===== config.mk =====
export PLATFORM = sky130hd
export DESIGN_NAME = scarv_cop_palu_seq
export DESIGN_NICKNAME = d
export VERILOG_FILES = /design/src/rtl/scarv_cop_palu_seq.sv
export SDC_FILE = /design/constraint.sdc
export NUM_CORES = 1
export LEC_CHECK = 0
export ABC_AREA = 1
export BUFFER_PORTS_ARGS = -buffer_cell sky130_fd_sc_hd__buf_2
export CAP_MARGIN = 5
export CELL_PAD_IN_SITES_DETAIL_PLACEMENT = 0
export CELL_PAD_IN_SITES_GLOBAL_PLACEMENT = 1
export CORE_MARGIN = 5
export CORE_UTILIZATION = 43
export CTS_CLUSTER_DIAMETER = 120
export DETAILED_ROUTE_END_ITERATION = 10
export GPL_TIMING_DRIVEN = 0
export PLACE_DENSITY = 0.83
export SKIP_CTS_REPAIR_TIMING = 1
export SLEW_MARGIN = 20
export SYNTH_ARGS = -nofsm -noshare
export SYNTH_HDL_FRONTEND = slang
export SYNTH_SLANG_ARGS = --single-unit

===== constraint.sdc =====
create_clock -name g_clk -period 19.6 [get_ports g_clk]
set_input_delay 3.92 -clock g_clk [delete_from_list [all_inputs] [get_ports g_clk]]
set_output_delay 3.92 -clock g_clk [all_outputs]
set_load 0.01 [all_outputs]

===== src/rtl/scarv_cop_palu_seq.sv =====
// scarv_cop_palu_seq: in-order issue sequencer in front of the packed ALU.
// Buffers decoded PALU ops in a DEPTH-entry FIFO. It holds the head op on the
// PALU inputs until the PALU signals idone, then captures the result into a
// writeback register that is released through a valid/ready handshake. A
// pending-destination scoreboard lets decode stall on CPR hazards.
//
// Optional feature: define SCARV_COP_PALU_SEQ_WDOG_EN to add an EXEC watchdog
// (WDOG_CYCLES) that aborts a hung op and flags it through wb_err.
//
// Ports:
//   g_clk, g_reset          clock, synchronous active-high reset
//   dec_valid/dec_ready     decode offer / queue accept
//   dec_*                   operands and instruction fields, sampled on accept
//   palu_ivalid, gpr_rs1, palu_rs1..3, id_*   head op driven to the PALU
//   palu_idone, palu_cpr_rd_ben, palu_cpr_rd_wdata   PALU completion
//   wb_valid/wb_ready, wb_rd, wb_ben, wb_wdata       writeback handshake
//   wb_err                  watchdog abort flag (watchdog builds only)
//   pend_rd                 one bit per CPR with an in-flight write
//   busy                    queue non-empty or sequencer not idle
module scarv_cop_palu_seq #(
    parameter int unsigned DEPTH       = 2,   // 2 or 4 entries
    parameter int unsigned WDOG_CYCLES = 64
) (
    input  logic        g_clk,
    input  logic        g_reset,

    input  logic        dec_valid,
    output logic        dec_ready,
    input  logic [31:0] dec_gpr_rs1,
    input  logic [31:0] dec_rs1,
    input  logic [31:0] dec_rs2,
    input  logic [31:0] dec_rs3,
    input  logic [31:0] dec_imm,
    input  logic [2:0]  dec_pw,
    input  logic [2:0]  dec_class,
    input  logic [3:0]  dec_subclass,
    input  logic [3:0]  dec_rd,

    output logic        palu_ivalid,
    output logic [31:0] gpr_rs1,
    output logic [31:0] palu_rs1,
    output logic [31:0] palu_rs2,
    output logic [31:0] palu_rs3,
    output logic [31:0] id_imm,
    output logic [2:0]  id_pw,
    output logic [2:0]  id_class,
    output logic [3:0]  id_subclass,

    input  logic        palu_idone,
    input  logic [3:0]  palu_cpr_rd_ben,
    input  logic [31:0] palu_cpr_rd_wdata,

    output logic        wb_valid,
    input  logic        wb_ready,
    output logic [3:0]  wb_rd,
    output logic [3:0]  wb_ben,
    output logic [31:0] wb_wdata,

    output logic [15:0] pend_rd,
    output logic        busy
`ifdef SCARV_COP_PALU_SEQ_WDOG_EN
    ,
    output logic        wb_err
`endif
);

    localparam int unsigned PTR_W = $clog2(DEPTH);
    localparam int unsigned CNT_W = PTR_W + 1;
    localparam logic [CNT_W-1:0] DEPTH_C = CNT_W'(DEPTH);

    typedef struct packed {
        logic [31:0] gpr_rs1;
        logic [31:0] rs1;
        logic [31:0] rs2;
        logic [31:0] rs3;
        logic [31:0] imm;
        logic [2:0]  pw;
        logic [2:0]  cls;
        logic [3:0]  subclass;
        logic [3:0]  rd;
    } entry_t;

    typedef enum logic [1:0] {
        S_IDLE = 2'd0,
        S_EXEC = 2'd1,
        S_WB   = 2'd2
    } state_t;

    state_t             state;
    state_t             state_nxt;
    entry_t             q_mem [DEPTH];
    entry_t             head_e;
    entry_t             push_e;
    logic [PTR_W-1:0]   head;
    logic [PTR_W-1:0]   tail;
    logic [CNT_W-1:0]   count;
    logic [CNT_W-1:0]   count_nxt;
    logic               push;
    logic               pop;
    logic               wb_load;
    logic               wb_hs;
    logic [15:0]        set_mask;
    logic [15:0]        clr_mask;

    // Circular pointer advance, wrapping modulo DEPTH.
    function automatic logic [PTR_W-1:0] ptr_inc(input logic [PTR_W-1:0] p);
        return (p == PTR_W'(DEPTH - 1)) ? '0 : p + PTR_W'(1);
    endfunction

    assign dec_ready = !g_reset && (count < DEPTH_C);
    assign push      = dec_valid && dec_ready;
    assign wb_hs     = (state == S_WB) && wb_ready;
    assign head_e    = q_mem[head];

    assign push_e = '{gpr_rs1:  dec_gpr_rs1,
                      rs1:      dec_rs1,
                      rs2:      dec_rs2,
                      rs3:      dec_rs3,
                      imm:      dec_imm,
                      pw:       dec_pw,
                      cls:      dec_class,
                      subclass: dec_subclass,
                      rd:       dec_rd};

`ifdef SCARV_COP_PALU_SEQ_WDOG_EN
    localparam int unsigned WDOG_W = $clog2(WDOG_CYCLES + 1);

    logic [WDOG_W-1:0] wdog_cnt;
    logic              wdog_expire;
    logic              wb_abort;

    // Last permitted EXEC cycle without idone.
    assign wdog_expire = (state == S_EXEC) && (wdog_cnt == WDOG_W'(WDOG_CYCLES - 1));

    // EXEC cycle counter; held at zero outside EXEC so every entry starts fresh.
    always_ff @(posedge g_clk) begin
        if (g_reset || (state != S_EXEC)) begin
            wdog_cnt <= '0;
        end else begin
            wdog_cnt <= wdog_cnt + WDOG_W'(1);
        end
    end
`else
    logic unused_wdog;
    assign unused_wdog = (WDOG_CYCLES == 0);
`endif

    // Next state and queue/writeback strobes.
    always_comb begin
        state_nxt = state;
        pop       = 1'b0;
        wb_load   = 1'b0;
`ifdef SCARV_COP_PALU_SEQ_WDOG_EN
        wb_abort  = 1'b0;
`endif
        case (state)
            S_IDLE: begin
                if (count != '0) begin
                    state_nxt = S_EXEC;
                end
            end
            S_EXEC: begin
                // idone wins over a same-cycle watchdog expiry.
                if (palu_idone) begin
                    pop       = 1'b1;
                    wb_load   = 1'b1;
                    state_nxt = S_WB;
                end
`ifdef SCARV_COP_PALU_SEQ_WDOG_EN
                else if (wdog_expire) begin
                    pop       = 1'b1;
                    wb_abort  = 1'b1;
                    state_nxt = S_WB;
                end
`endif
            end
            S_WB: begin
                // No pop happens in WB, so occupancy after this cycle is count + push.
                if (wb_ready) begin
                    state_nxt = ((count != '0) || push) ? S_EXEC : S_IDLE;
                end
            end
            default: state_nxt = S_IDLE;
        endcase
    end

    // Occupancy update; push and pop together leave it unchanged.
    always_comb begin
        count_nxt = count;
        case ({push, pop})
            2'b10:   count_nxt = count + CNT_W'(1);
            2'b01:   count_nxt = count - CNT_W'(1);
            default: count_nxt = count;
        endcase
    end

    // Scoreboard masks; a set applied after a clear makes the set win.
    assign set_mask = push  ? (16'(1) << dec_rd) : '0;
    assign clr_mask = wb_hs ? (16'(1) << wb_rd)  : '0;

    // Control state, pointers, scoreboard and writeback registers.
    always_ff @(posedge g_clk) begin
        if (g_reset) begin
            state    <= S_IDLE;
            head     <= '0;
            tail     <= '0;
            count    <= '0;
            pend_rd  <= '0;
            wb_rd    <= '0;
            wb_ben   <= '0;
            wb_wdata <= '0;
`ifdef SCARV_COP_PALU_SEQ_WDOG_EN
            wb_err   <= 1'b0;
`endif
        end else begin
            state   <= state_nxt;
            count   <= count_nxt;
            pend_rd <= (pend_rd & ~clr_mask) | set_mask;
            if (push) begin
                tail <= ptr_inc(tail);
            end
            if (pop) begin
                head <= ptr_inc(head);
            end
            if (wb_load) begin
                wb_rd    <= head_e.rd;
                wb_ben   <= palu_cpr_rd_ben;
                wb_wdata <= palu_cpr_rd_wdata;
            end
`ifdef SCARV_COP_PALU_SEQ_WDOG_EN
            if (wb_load) begin
                wb_err <= 1'b0;
            end else if (wb_abort) begin
                wb_rd    <= head_e.rd;
                wb_ben   <= '0;
                wb_wdata <= '0;
                wb_err   <= 1'b1;
            end else if (wb_hs) begin
                wb_err <= 1'b0;
            end
`endif
        end
    end

    // Queue storage; contents are don't-care until written, so no reset.
    always_ff @(posedge g_clk) begin
        if (push) begin
            q_mem[tail] <= push_e;
        end
    end

    // PALU-facing outputs: head entry during EXEC, zero otherwise.
    always_comb begin
        palu_ivalid = 1'b0;
        gpr_rs1     = '0;
        palu_rs1    = '0;
        palu_rs2    = '0;
        palu_rs3    = '0;
        id_imm      = '0;
        id_pw       = '0;
        id_class    = '0;
        id_subclass = '0;
        if (state == S_EXEC) begin
            palu_ivalid = 1'b1;
            gpr_rs1     = head_e.gpr_rs1;
            palu_rs1    = head_e.rs1;
            palu_rs2    = head_e.rs2;
            palu_rs3    = head_e.rs3;
            id_imm      = head_e.imm;
            id_pw       = head_e.pw;
            id_class    = head_e.cls;
            id_subclass = head_e.subclass;
        end
    end

    assign wb_valid = (state == S_WB);
    assign busy     = (count != '0) || (state != S_IDLE);

endmodule

==> metrics.txt, run 1 <==
Netlist cell types=20; worst setup path class=input pin to output port; Compound-Gate Fraction of Synth Area=0.0784; DR WL met2=roughly 21 mm; most frequent cells in the layout=buf_2, nand2_1, edfxtp_1; simple-gate share of the synthesized area=0.128; TritonCTS clock tree=yes; Slew Limit Fails=0; Syn-to-layout area delta=29.4%; clock slew at reported path FFs=around 60 ps; Clock Sinks=between 400 and 500; mux cell area share after synthesis=0; CP max FO=6; Post-Syn Nets=1476; sequential share of the synthesized area=0.764; Yosys reg bits=411; Max clock buf depth=3; Worst Tran Pin Value=727 ps; Final period util=0.432; detailed-route via count=between 10000 and 15000; mapped cell area=15300 um^2; Routed Antenna Nets=0; Synth Area in XOR/XNOR=0.00114; RD Place Congestion=0.818; minimum clock period=8460 ps; Remaining DRCs=0; worst hold slack=458 ps; hold_sp=pend_rd[1]; M1 WL=15.7 mm; Static Leak=roughly 8 nW; first-pass GRT wire length=61.9 mm; CP endpoint kind=output port; final-stage net count=1978; Root Buffer=clkbuf_16; max-cap viol count=0; Syn. warnings=0; final WL=41.9 mm; final hold viol count=0; CTS H-tree lvls=2; die area=~40000 um^2; wire per inst=18.5 um; DP HPWL=30.4 mm; outcome=completed; initial drt markers=632; vias in the first global route=11100; Synth Area in Adders=0.000816; relative slew slack=0.514; Setup crit start=g_reset; height of the chip=199 um; power density cells=approximately 120 nW/um^2; Final Skew=15.1 ps; largest net degree at the start of global routing=27; largest family of logic cells by synthesized area=simple AND/OR/NAND/NOR gates; final setup TNS=0 ps; CTS Buf Count=42; Worst EP required=around 16000 ps; min-delay worst type=flip-flop to flip-flop; number of I/O pins=445; Post-Syn Instances=1260; worst skew pair latency=520 ps; Initial Util=0.433; Overall Global Routing Usage=0.201; WL met3=3.95 mm; Die W=199 um; critical path arrival=4540 ps; Avg Inst Size Synth=12.2 um^2; Finish-stage setup viols=0; row count=69; GRT overflow=0; Vias/cell=roughly 5; worst r2r src=count[1]; Max VDD drop=approximately 76 uV; floorplan core area=between 30000 and 40000 um^2; top sig layer=met5; RSZ-0062 raised after global routing=false; fraction of layout cells with a size suffix above 1=0.306; critical path launch point type=input pin; DRT Pass-1 Iters=5; initial antenna violation count=15; highest clock rate=~120 MHz; port bufs=443
[sequential cells by signal, indices dropped and copies added, names as in the netlist, named ones only]
signal    cells
q_mem       348
wb_ben        4
state         2
tail          1
head          1
wb_rd         4
count         2
pend_rd      16
wb_wdata     32
[kinds of logic (layout without fill, tap and decap cells)]
group / Yosys count / after routing
other cells: 0 / 12
flops: 411 / 411
compound gates: 240 / 240
xor+xnor: 2 / 2
simple gates: 507 / 507
buf+inv: 99 / 633
fa+ha+maj: 1 / 1
[cells in the mapped netlist]
library cell | number | area share
nand2_1 | 463 | 0.11
edfxtp_1 | 348 | 0.68
a21oi_1 | 228 | 0.074
dfxtp_1 | 63 | 0.082
clkbuf_1 | 43 | 0.011
inv_1 | 24 | 0.0059
buf_2 | 20 | 0.0065
nor2_1 | 18 | 0.0044
o21ai_0 | 12 | 0.0039
nand3_1 | 11 | 0.0036
nor3_1 | 9 | 0.0029
buf_1 | 5 | 0.0012
inv_2 | 4 | 0.00098
buf_6 | 3 | 0.0022
nor2_4 | 3 | 0.0022
xor2_1 | 2 | 0.0011
ha_1 | 1 | 0.00082
nand2_4 | 1 | 0.00073
nand3_2 | 1 | 0.00065
nand4_1 | 1 | 0.00041
[through the flow]
step	power (mW)	instance area (um^2)	worst slack, ps	utilization	std cells
global route	2.51	19800	11060	0.560	2264
finish	2.39	19800	11140	0.560	2267
detailed placement	1.66	18500	11150	0.522	2179
global placement	1.65	18100	2920	0.512	2164
floorplan	1.38	15300	7290	-	1260
CTS	2.42	19800	11140	0.559	2255
[report_power, final]
| part | internal [mW] | total, mW | leakage [nW] | switching (mW) |
|---|---|---|---|---|
| sequential | 1.01 | 1.03 | 3.70 | 0.0215 |
| combinational | 0.194 | 0.602 | 3.77 | 0.408 |
| clock | 0.447 | 0.761 | 0.644 | 0.313 |
| total | 1.65 | 2.39 | 8.12 | 0.743 |
[worst max-delay path: stages]
cell and delay, ps:
clkbuf_1 210, inv_2 120, nand2_1 110, inv_1 40, buf_2 130
[cell type report]
class | count | area, um^2
antenna | 12 | 30.0
buffer | 71 | 314
timing repair buffer | 458 | 2570
multi-input combinational | 750 | 3210
fill | 3031 | 15600
sequential | 411 | 11700
tap | 461 | 577
clock buffer | 64 | 1200
inverter | 28 | 105
clock inverter | 12 | 115
[layer usage]
metal | GRT usage | vias up
li1 | - | 5384
met3 | 0.0655 | 81
met5 | 0 | -
met2 | 0.343 | 406
met4 | 0.0659 | 8
met1 | 0.242 | 5331
[final timing paths]
kind | depth (start not counted) | endpoint | slack [ps]
worst max-delay path | 5 | dec_ready | 11140
worst min-delay path | 2 | pend_rd[1] | 460
worst max register to register | 7 | q_mem[0][66] | 17230
worst min register to register | 2 | pend_rd[1] | 460
(Power assumes the default switching activity.)
==> run 2: changes to the inputs <==
--- a/config.mk
+++ b/config.mk
@@ -5,17 +5,17 @@
 export SDC_FILE = /design/constraint.sdc
 export NUM_CORES = 1
 export LEC_CHECK = 0
-export ABC_AREA = 1
+export ABC_AREA = 0
 export BUFFER_PORTS_ARGS = -buffer_cell sky130_fd_sc_hd__buf_2
 export CAP_MARGIN = 5
 export CELL_PAD_IN_SITES_DETAIL_PLACEMENT = 0
 export CELL_PAD_IN_SITES_GLOBAL_PLACEMENT = 1
 export CORE_MARGIN = 5
-export CORE_UTILIZATION = 43
+export CORE_UTILIZATION = 42
 export CTS_CLUSTER_DIAMETER = 120
 export DETAILED_ROUTE_END_ITERATION = 10
 export GPL_TIMING_DRIVEN = 0
-export PLACE_DENSITY = 0.83
+export PLACE_DENSITY = 0.79
 export SKIP_CTS_REPAIR_TIMING = 1
 export SLEW_MARGIN = 20
 export SYNTH_ARGS = -nofsm -noshare
==> constraint.sdc (replaced) <==
create_clock -name g_clk -period 8.26 [get_ports g_clk]
set_input_delay 1.652 -clock g_clk [delete_from_list [all_inputs] [get_ports g_clk]]
set_output_delay 1.652 -clock g_clk [all_outputs]
set_load 0.01 [all_outputs]
==> run 2 against run 1 <==
- non-clock buffer count shrank 17
- combinational power grew 27%
- routed wire length shrank 4.2%
- final cell count shrank 10%
- first-iteration DRC count shrank 26%
- count of clock-buffer cells in the layout shrank 9
- register-to-register slack lost 12000 ps
- worst hold slack lost 6.2 ps
- global-route usage shrank 1.4 points
- design area grew 1.2%
==> metrics.txt, run 2 <==
outcome=completed; worst setup path class=input pin to output port; fraction of layout cells with a size suffix above 1=0.368; most common cell in the netlist=edfxtp_1; row count=70; CTS Buf Count=44; Post-Syn Instances=1014; post-synth top area share=0.676; Vias/cell=approximately 5; Routed Antenna Nets=0; Static Leak=a little under 8 nW; most common library cells after synthesis=edfxtp_1, nor2_1, mux2i_1; Critical Path Slowest Stage Cell=clkbuf_1; initial drt markers=469; Synth Area in XOR/XNOR=0.00227; vias in the first global route=10300; GRT met3 Usage=0.0666; number of buffers and inverters on the critical path=4; CP top delay family=buffers and inverters; Remaining DRCs=0; R2R depth=7; max-cap viol count=0; WHS Path Cells=2; highest clock rate=222 MHz; minimum clock period=4500 ps; simple-gate share of the synthesized area=0.0762; routing usage on met2=0.317; CP max FO=10; final hold viol count=0; commonest non-fill, non-tap cell in the layout=buf_2; power density cells=257 nW/um^2; Die W=about 200 um; Async SR Flop Fraction=0; Post-Syn Nets=1230; Levels on crit path=5; DRT Pass-1 Iters=5; cell taking the most area after synthesis=edfxtp_1; wire per inst=19.8 um; Slew Limit Fails=0; number of I/O pins=445; Root Buffer=clkbuf_16; Worst Tran Pin Value=598 ps; height of the chip=202 um; Post-synth EDFFs=348; mux cell area share after synthesis=0.113; Yosys reg bits=411; RD Place Congestion=0.862; Avg Inst Size Synth=15.3 um^2; sequential share of the synthesized area=0.757; Overall Global Routing Usage=0.187; Post-Place Cells=1938; first-pass GRT wire length=a little under 60 mm; met1 usage=0.218; crit-path max cell delay=around 430 ps; worst path cell trace=buf_2, clkbuf_1, clkbuf_1, nor2_1, buf_2; Clock Sinks=just over 400; GR peak layer=met2; mapped cell area=15500 um^2; relative slew slack=0.601; final setup TNS=0 ps; CTS H-tree lvls=2; most frequent cells in the layout=buf_2, edfxtp_1, nor2_1; critical path arrival=about 2900 ps; Final Skew=16.1 ps; Syn-to-layout area delta=29.8%; Max clock buf depth=3; largest register by flop count=q_mem; worst skew pair latency=550 ps; FILL cells=3103; Final period util=0.545; Finish-stage setup viols=0; Synth Area in Adders=0.000809; top post-synthesis cells by area=edfxtp_1, mux2i_1, dfxtp_1; Worst EP required=6610 ps; final-stage net count=1732; TritonCTS clock tree=yes; port bufs=444; die area=about 41000 um^2; biggest regs=q_mem x348, wb_wdata x32, pend_rd x16; Initial Util=0.423; min-delay worst type=flip-flop to flip-flop; clock slew at reported path FFs=around 50 ps; detailed-route via count=a little over 10000; RSZ-0062 raised after global routing=false; critical path launch point type=input pin; Netlist cell types=35; largest net degree at the start of global routing=53; Compound-Gate Fraction of Synth Area=0.0278; largest family of logic cells by synthesized area=multiplexers; Syn. warnings=0; r2r setup slk=roughly 5600 ps; floorplan core area=36500 um^2; GRT overflow=0; Top FF cell, synth=edfxtp_1; DP HPWL=just under 30 mm; final WL=~40 mm; CP endpoint kind=output port; max FFs per register=around 350; Max VDD drop=between 150 and 200 uV; Layout Cells excl Fill=between 2000 and 2500; initial antenna violation count=21
## run 2: cell type report
class	count	area, um^2	share of cell area
Timing Repair Buffer	456	2490	0.124
Multi-Input combinational cell	535	3410	0.170
Clock inverter	25	258	0.0128
Antenna cell	13	32.5	0.00162
Tap cell	468	586	0.0292
Buffer	56	310	0.0155
Clock buffer	55	1230	0.0611
Sequential cell	411	11700	0.583
Inverter	12	45.0	0.00224
## run 2: power by group
group	leakage (nW)	total (mW)	switching, mW	internal [mW]
Clock	0.713	1.99	0.786	1.21
Sequential	3.70	2.40	0.0335	2.36
Combinational	3.29	0.764	0.464	0.300
Total	7.71	5.15	1.28	3.87
## run 2: metal layers
| layer | up-vias | part of all wire |
|---|---|---|
| li1 | 4729 | - |
| met1 | 4879 | 0.39 |
| met2 | 413 | 0.50 |
| met3 | 86 | 0.083 |
| met4 | 16 | 0.028 |
| met5 | - | 0.0031 |
## run 2: tightest hold or removal path, cell delays in order (launching register included)
cell	delay [ps]
dfxtp_1	300
nand2_1	50
a21oi_1	50
## run 2: final timing paths
| path | endpoint | start |
|---|---|---|
| max | dec_ready | g_reset |
| min | wb_wdata[27] | wb_wdata[27] |
| max reg2reg | q_mem[0][154] | count[1] |
| min reg2reg | wb_wdata[27] | wb_wdata[27] |
## run 2: logic make-up (layout without fill, tap and decap cells)
logic type	count (synthesis)	after routing
buffers and inverters	68	604
adder cells (fa/ha/maj)	1	1
multiplexers	174	174
AND/OR/NAND/NOR	287	287
flip-flops	411	411
other	0	13
AO/OA/AOI/OAI	69	69
XOR/XNOR	4	4
## run 2: through the flow
stage	utilization	instance area (um^2)	power, mW	setup WS [ps]	hold slack (ps)
floorplan	-	15500	2.87	1210	481
global route	0.550	20100	5.36	3650	471
finish	0.550	20100	5.15	3760	451
detailed placement	0.508	18600	3.21	3740	445
CTS	0.549	20000	5.22	3740	453
global placement	0.500	18300	3.20	-1770	440
